==> src/rtl/regfile_tagged.sv <==
// regfile_tagged: architectural register file with per-register rename state.
// Each register holds a value, a busy bit and the ROB tag of its latest
// producer. Issue renames a destination onto a tag. Commit writes data and
// releases busy only when the committing tag is still the owner. Two
// combinational read ports bypass a same-cycle commit.
module regfile_tagged #(
    parameter int XLEN = 32,
    parameter int NREG = 32,
    parameter int TAGW = 4,
    localparam int AW  = $clog2(NREG)
) (
    input  logic            clk,
    input  logic            rst,
    input  logic            rdy,
    input  logic            flush,
    input  logic            iss_valid,
    input  logic [AW-1:0]   iss_addr,
    input  logic [TAGW-1:0] iss_tag,
    input  logic            cmt_valid,
    input  logic [AW-1:0]   cmt_addr,
    input  logic [TAGW-1:0] cmt_tag,
    input  logic [XLEN-1:0] cmt_data,
    input  logic [AW-1:0]   rs1_addr,
    input  logic [AW-1:0]   rs2_addr,
    output logic [XLEN-1:0] rs1_data,
    output logic [XLEN-1:0] rs2_data,
    output logic            rs1_busy,
    output logic            rs2_busy,
    output logic [TAGW-1:0] rs1_tag,
    output logic [TAGW-1:0] rs2_tag
);

    logic [XLEN-1:0] data_q [NREG];
    logic [TAGW-1:0] tag_q  [NREG];
    logic [NREG-1:0] busy_q;

    logic            cmt_live;
    logic            iss_live;
    logic            cmt_owner;

    logic [AW-1:0]   rd_addr [2];
    logic [XLEN-1:0] rd_data [2];
    logic            rd_busy [2];
    logic [TAGW-1:0] rd_tag  [2];

    // Address 0 is hardwired, so commits and issues to it are dropped here.
    // Flush blocks issue; the commit still writes its data.
    assign cmt_live  = cmt_valid && (cmt_addr != '0);
    assign iss_live  = iss_valid && (iss_addr != '0) && !flush;
    assign cmt_owner = busy_q[cmt_addr] && (tag_q[cmt_addr] == cmt_tag);

    // State update. Statements later in the block win, so issue overrides the
    // busy release of a commit to the same register in the same cycle.
    always_ff @(posedge clk) begin
        if (rst) begin
            busy_q <= '0;
            for (int i = 0; i < NREG; i++) begin
                data_q[i] <= '0;
                tag_q[i]  <= '0;
            end
        end else if (rdy) begin
            if (flush) begin
                busy_q <= '0;
            end
            if (cmt_live) begin
                data_q[cmt_addr] <= cmt_data;
                if (cmt_owner) begin
                    busy_q[cmt_addr] <= 1'b0;
                end
            end
            if (iss_live) begin
                busy_q[iss_addr] <= 1'b1;
                tag_q[iss_addr]  <= iss_tag;
            end
        end
    end

    assign rd_addr[0] = rs1_addr;
    assign rd_addr[1] = rs2_addr;

    // Read ports: stored state with a same-cycle commit bypass. Same-cycle
    // issue is deliberately not forwarded so rs==rd sees the prior mapping.
    // The bypass ignores rdy because the ROB presents cmt_* regardless.
    always_comb begin
        for (int p = 0; p < 2; p++) begin
            rd_data[p] = '0;
            rd_busy[p] = 1'b0;
            rd_tag[p]  = '0;
            if (!rst && (rd_addr[p] != '0)) begin
                rd_data[p] = data_q[rd_addr[p]];
                rd_busy[p] = busy_q[rd_addr[p]];
                rd_tag[p]  = busy_q[rd_addr[p]] ? tag_q[rd_addr[p]] : '0;
                if (cmt_valid && (cmt_addr == rd_addr[p])) begin
                    rd_data[p] = cmt_data;
                    if (busy_q[rd_addr[p]] && (tag_q[rd_addr[p]] == cmt_tag)) begin
                        rd_busy[p] = 1'b0;
                        rd_tag[p]  = '0;
                    end
                end
            end
        end
    end

    assign rs1_data = rd_data[0];
    assign rs1_busy = rd_busy[0];
    assign rs1_tag  = rd_tag[0];
    assign rs2_data = rd_data[1];
    assign rs2_busy = rd_busy[1];
    assign rs2_tag  = rd_tag[1];

endmodule

==> config.mk <==
export PLATFORM = sky130hd
export DESIGN_NAME = regfile_tagged
export DESIGN_NICKNAME = d
export VERILOG_FILES = /design/src/rtl/regfile_tagged.sv
export SDC_FILE = /design/constraint.sdc
export NUM_CORES = 2
export LEC_CHECK = 0
export BUFFER_PORTS_ARGS = -buffer_cell sky130_fd_sc_hd__buf_2
export CORE_MARGIN = 3
export CORE_UTILIZATION = 51
export DETAILED_ROUTE_END_ITERATION = 16
export GPL_TIMING_DRIVEN = 0
export MAX_ROUTING_LAYER = met4
export PLACE_DENSITY = 0.67
export SYNTH_ARGS = -nofsm -noshare
export SYNTH_HDL_FRONTEND = slang
export SYNTH_SLANG_ARGS = --single-unit
==> constraint.sdc <==
create_clock -name clk -period 2.82 [get_ports clk]
set_input_delay 0.282 -clock clk [delete_from_list [all_inputs] [get_ports clk]]
set_output_delay 0.282 -clock clk [all_outputs]
set_load 0.02 [all_outputs]
======== Word level (Yosys, flattened, before mapping) ========
Memory sizes are Yosys's and may differ from the RTL's.
Index checks and enable logic that the tools add are counted.
word-level totals
  output and inout port bits .............. 74
  memories kept ........................... 2
  input port bits ......................... 66
  logic and storage cells ................. 89
  bits in registers ....................... 32
  bits in writable memories ............... 1,152
operators by class
  bitwise operators ....................... 3
  eq/ne operators ......................... 5
  reduce and logical (&&, ||, !) cells .... 20
  $lt $le $gt $ge ......................... 6
  muxes and demuxes ....................... 52
memories
  name    depth  width  rd ports  clocked after Yosys merged registers in  wr ports  RTL line  source
  data_q  32     32     2         0                                        32        33        logic [XLEN-1:0] data_q [NREG];
  tag_q   32     4      3         0                                        32        34        logic [TAGW-1:0] tag_q [NREG];
operators with widths
  operator                                                            count
  2-to-1 mux 32 bit                                                   13
  2-to-1 mux 4 bit                                                    9
  bitwise AND 32 bit                                                  1
  NOT 32 bit                                                          1
  bitwise OR 32 bit                                                   1
  OR reduction 32 bit                                                 1
  less-than comparator 5 x 6 -> 1 bit (second input constant)         4
  2-to-1 mux 1 bit                                                    23
  nonzero test 5 bit                                                  4
  binary-select mux 1 bit (select 5 bit)                              3
  == test 4 bit                                                       3
  logical AND 1 bit                                                   12
  demux 1 bit (select 5 bit)                                          2
  == test 5 bit                                                       2
  greater-or-equal comparator 5 x 1 -> 1 bit (second input constant)  2
  2-to-1 mux 5 bit                                                    2
  OR reduction 4 bit                                                  1
  zero test 1 bit                                                     2

======== Longest topological paths before layout ========
  depth in word-level cells ............... 12
  gate-level depth with buffers ........... 11
  depth with buffers taken out ............ 7

======== Least setup slack after synthesis ========
No wires, ideal clock.
  path kind ............................... input to output
  start point ............................. in rs1_addr[0]
  end point ............................... out rs1_tag[0]
  slack ................................... -0.017 ns
  stages on the path ...................... 10
  data arrival time ....................... 2.555 ns
  required time ........................... 2.538 ns
  path through ............................ buf_6 -> buf_12 -> buf_6 -> mux4_2 -> mux2i_1 -> nor2_1 -> a221oi_1 -> mux2i_1 -> nor4_2 -> nor3_1
between the ends
  cells in the longest elaborated chain, start to end .. 6
  elaborated cells on any way between the ends .. 13
  those cells by class .................... eq/ne (2); mux (6); reduce/logical (4); memory (1)
RTL lines
  item                                                                                  RTL line  source
  from (decl)                                                                           23        input logic [AW-1:0] rs1_addr,
  memory (32 x 4 bit) / binary-select mux 1 bit (select 5 bit) (equally long branches)  -
  == test 4 bit / 2-to-1 mux 1 bit (equally long branches)                              95, 92
  logical AND 1 bit / 2-to-1 mux 4 bit (equally long branches)                          95, 92
  2-to-1 mux 4 bit                                                                      95        if (busy_q[rd_addr[p]] && (tag_q[rd_addr[p]] == cmt_tag)) begin
  2-to-1 mux 4 bit                                                                      93        if (cmt_valid && (cmt_addr == rd_addr[p])) begin
  2-to-1 mux 4 bit (*)                                                                  89        if (!rst && (rd_addr[p] != '0)) begin
  to (decl)                                                                             29        output logic [TAGW-1:0] rs1_tag,
Mark *: on every way between the ends. The rest lies on a longest branch, timed or not. The select of a mux whose other input is x is not followed.

==> summary.txt <==
Outcome
  – Status: finished with violations
  – Failing checks: negative setup slack

Clock tree
  – Worst-skew pair later-pin latency: 0.80 ns
  – Clk root buf: clkbuf_16
  – TritonCTS Sinks: 1,184
  – CTS tree: built
  – Maximum clock path buffer count: 3
  – Inserted Clock Buffers: 135
  – Reg clk slew, reported paths: 0.06 ns
  – H-Tree Level Count: 4

Place
  – Final GP Congestion: 1.02
  – Inst Count DP: 6,993
  – Detail Placement HPWL: 204,000 um
  – Post-placement cell area: 70,000 um^2
  – Port bufs: 122

Layout
  – Final Instance Area: 82,000 um^2
  – FILL cells: 9,600
  – FF/Latch Area: 35,200 um^2
  – Multi-input gate area: 32,600 um^2
  – Area growth from synthesis to layout: 22.4%
  – Final #Nets: 5,662
  – Share of cells above drive strength 1: 28.0%
  – Final Non-Filler Cells: 7,485

Logic synthesis
  – Post-synth EDFFs: 1,152
  – List of most frequent post-synthesis cells: edfxtp_1 (1,152), and2_1 (1,040), mux2i_1 (600), clkbuf_1 (393), mux4_2 (348)
  – Count leader, synth: edfxtp_1
  – Cell variety after synth: 65
  – Top-area cell type share of the netlist area: 51.6%
  – Syn Inst Count: 5,089
  – Synthesized flop and latch total: 1,184
  – Seq/Total Area, Yosys: 52.6%
  – Mean area per synthesized cell: 13.2 um^2
  – Ys async rst share: 0%
  – Synth Flop Type: edfxtp_1
  – Most area-hungry cell type in the Yosys netlist: edfxtp_1
  – Synth Cell Area: 67,000 um^2
  – Largest cells by area after synthesis: edfxtp_1 (52%), mux4_2 (12%), and2_1 (9.7%)
  – Ys Warns: 0

Setup path
  – Max incr delay on CP: 0.56 ns
  – CP Capture Type: output port
  – Kind of cell adding the most delay to the critical path: multiplexers
  – Crit path launch type: register
  – CP most frequent cell: mux4_2
  – CP max stage cell: mux4_2
  – WP data arrival: 3.32 ns
  – Worst Path Required: 2.54 ns
  – Critical path class: register to output port
  – WP buf/inv: 1
  – Crit-path max FO: 4
  – CP cell instances: mux4_2, mux4_2, mux2_4, xor2_2, nor4_4, nor3_1, buf_4

STA
  – Post-Route Skew: 0.0346 ns
  – Slew Viols, Final: 0
  – Final setup TNS: -74.77 ns
  – Slew at the pin closest to its max-slew limit: 1.29 ns
  – Fmax: 278 MHz
  – Rel. slew slack: 13.8%
  – Final min period: 3.60 ns
  – Final Setup Violations: 523
  – Final period util: 128%
  – Setup WS post-layout: -0.783 ns
  – Final Hold Fails: 0
  – RSZ-0062 raised after global routing: yes

Die
  – Die width: 368 um
  – Initial Util: 51.5%
  – Io pins: 140
  – Die Ht: 368 um
  – Die ar.: 136,000 um^2
  – Row cnt: 132
  – Core region area: 130,000 um^2

Global routing
  – Grt total ovfl: 0
  – Total Routing Usage GR: 45.1%
  – Met1 Use GR: 55.9%
  – GR Util met2: 62.0%
  – Grt met3 use: 17.5%
  – Most Crowded Layer GR: met2
  – Number of global-route vias before repair: 51,100
  – Initial antenna violation count: 35
  – Largest net degree at the start of global routing: 33
  – First-pass GRT wire length: 407,000 um

Detailed routing
  – Via density: 7.26
  – Total Wirelength: 306,000 um
  – Routed Antenna Nets: 0
  – First-pass DRT Iterations: 10
  – Post-route DRC: 0
  – WL per Instance: 40.9 um
  – Starting DRC count in detailed routing: 9,704
  – Via count: 54,400

Power and ir drop
  – Pleak: 29.8 nW
  – Pwr per Cell Area: 567 nW/um^2
  – Switching share of power: 28.7%
  – Combinational power share: 17.5%
  – Total power: 0.0465 W
  – Switch Pwr: 0.0134 W
  – Worst VDD drop: 680 uV
  – Internal power: 0.0331 W
  – Seq pwr share: 44.7%
  – Clock share of power: 37.8%

Run
  – Maxcap violations: 0

Worst hold path
  – Min-delay worst type: primary input to register
metrics by stage:
| stage | worst slack [ns] | hold WS, ns | utilization (%) |
|---|---|---|---|
| after floorplan | -0.0174 | 0.378 | - |
| after global routing | -0.875 | 0.0447 | 63.0 |
| after detailed placement | -2.44 | 0.483 | 53.9 |
| after CTS | -0.704 | 0.0261 | 61.9 |
| final | -0.783 | 0.0475 | 63.1 |
| after global placement | -2.44 | 0.481 | 53.8 |
power by group through the flow:
stage / Combinational, W / Sequential [W] / Clock [W]
floorplan: 0.00363 / 0.0209 / 0
global placement: 0.00615 / 0.0210 / 0
detailed placement: 0.00622 / 0.0211 / 0
CTS: 0.00744 / 0.0207 / 0.0173
global route: 0.00814 / 0.0208 / 0.0181
finish: 0.00814 / 0.0208 / 0.0176
final cells by class:
class | instances | share of cell area (%)
Antenna cell | 38 | 0.116
Buffer | 539 | 5.31
Clock buffer | 173 | 4.50
Clock inverter | 73 | 0.693
Inverter | 9 | 0.0488
Multi-Input combinational cell | 3395 | 39.8
Sequential cell | 1184 | 43.0
Tap cell | 1742 | 2.66
Timing Repair Buffer | 332 | 3.92
kinds of logic after synthesis:
group	synth area share [%]
compound gates	8.94
xor+xnor	0.233
buf+inv	3.50
flops	52.6
mux	21.0
other cells	0.00560
simple gates	13.8
registers in the layout (all words and copies together), names as in the netlist:
register	flops
busy_q	32
data_q	1024
tag_q	128
placed cells by master (no fill, tap or decap), types with 17 or more instances in the layout:
master / instances
buf_2: 75
a221oi_4: 50
clkbuf_4: 29
a211oi_1: 19
mux2i_1: 557
nor2_4: 22
buf_6: 51
buf_16: 25
a22oi_1: 92
a221oi_1: 63
a21o_1: 24
o21ai_2: 32
a221oi_2: 155
clkbuf_1: 291
buf_4: 205
edfxtp_1: 1152
nand2_1: 97
clkinv_2: 25
or2_2: 17
mux2i_2: 39
dfxtp_1: 32
mux4_2: 350
and3_1: 81
conb_1: 36
clkbuf_16: 161
diode_2: 38
clkinv_1: 29
or2_4: 36
buf_8: 27
nor2_1: 184
a22oi_2: 49
clkbuf_2: 43
buf_12: 62
o22ai_1: 37
o211ai_1: 128
dlygate4sd3_1: 36
a21oi_1: 72
and2_1: 1040
clkbuf_8: 34
what timing repair did:
action	4_1_cts	5_1_grt
pin swaps	260	211
hold endpoints to repair	37	0
setup buffers	104	56
hold buffers	36	0
cloned	13	9
gates resized for setup	1177	223
setup endpoints to repair	1310	722
worst paths after layout:
kind,to,cells after the start,start,slack [ns]
max,rs2_tag[0],7,tag_q[7][1],-0.78
max reg2reg,busy_q[7],8,tag_q[3][2],0.08
min reg2reg,busy_q[6],2,busy_q[6],0.54
min,busy_q[0],2,rdy,0.05
routing by layer:
layer,vias up,routed length (um)
met5,-,0
met4,0,25200
met3,1421,48400
met2,5136,127000
met1,27000,106000
li1,20800,-
Power figures use the tool's default switching activity.
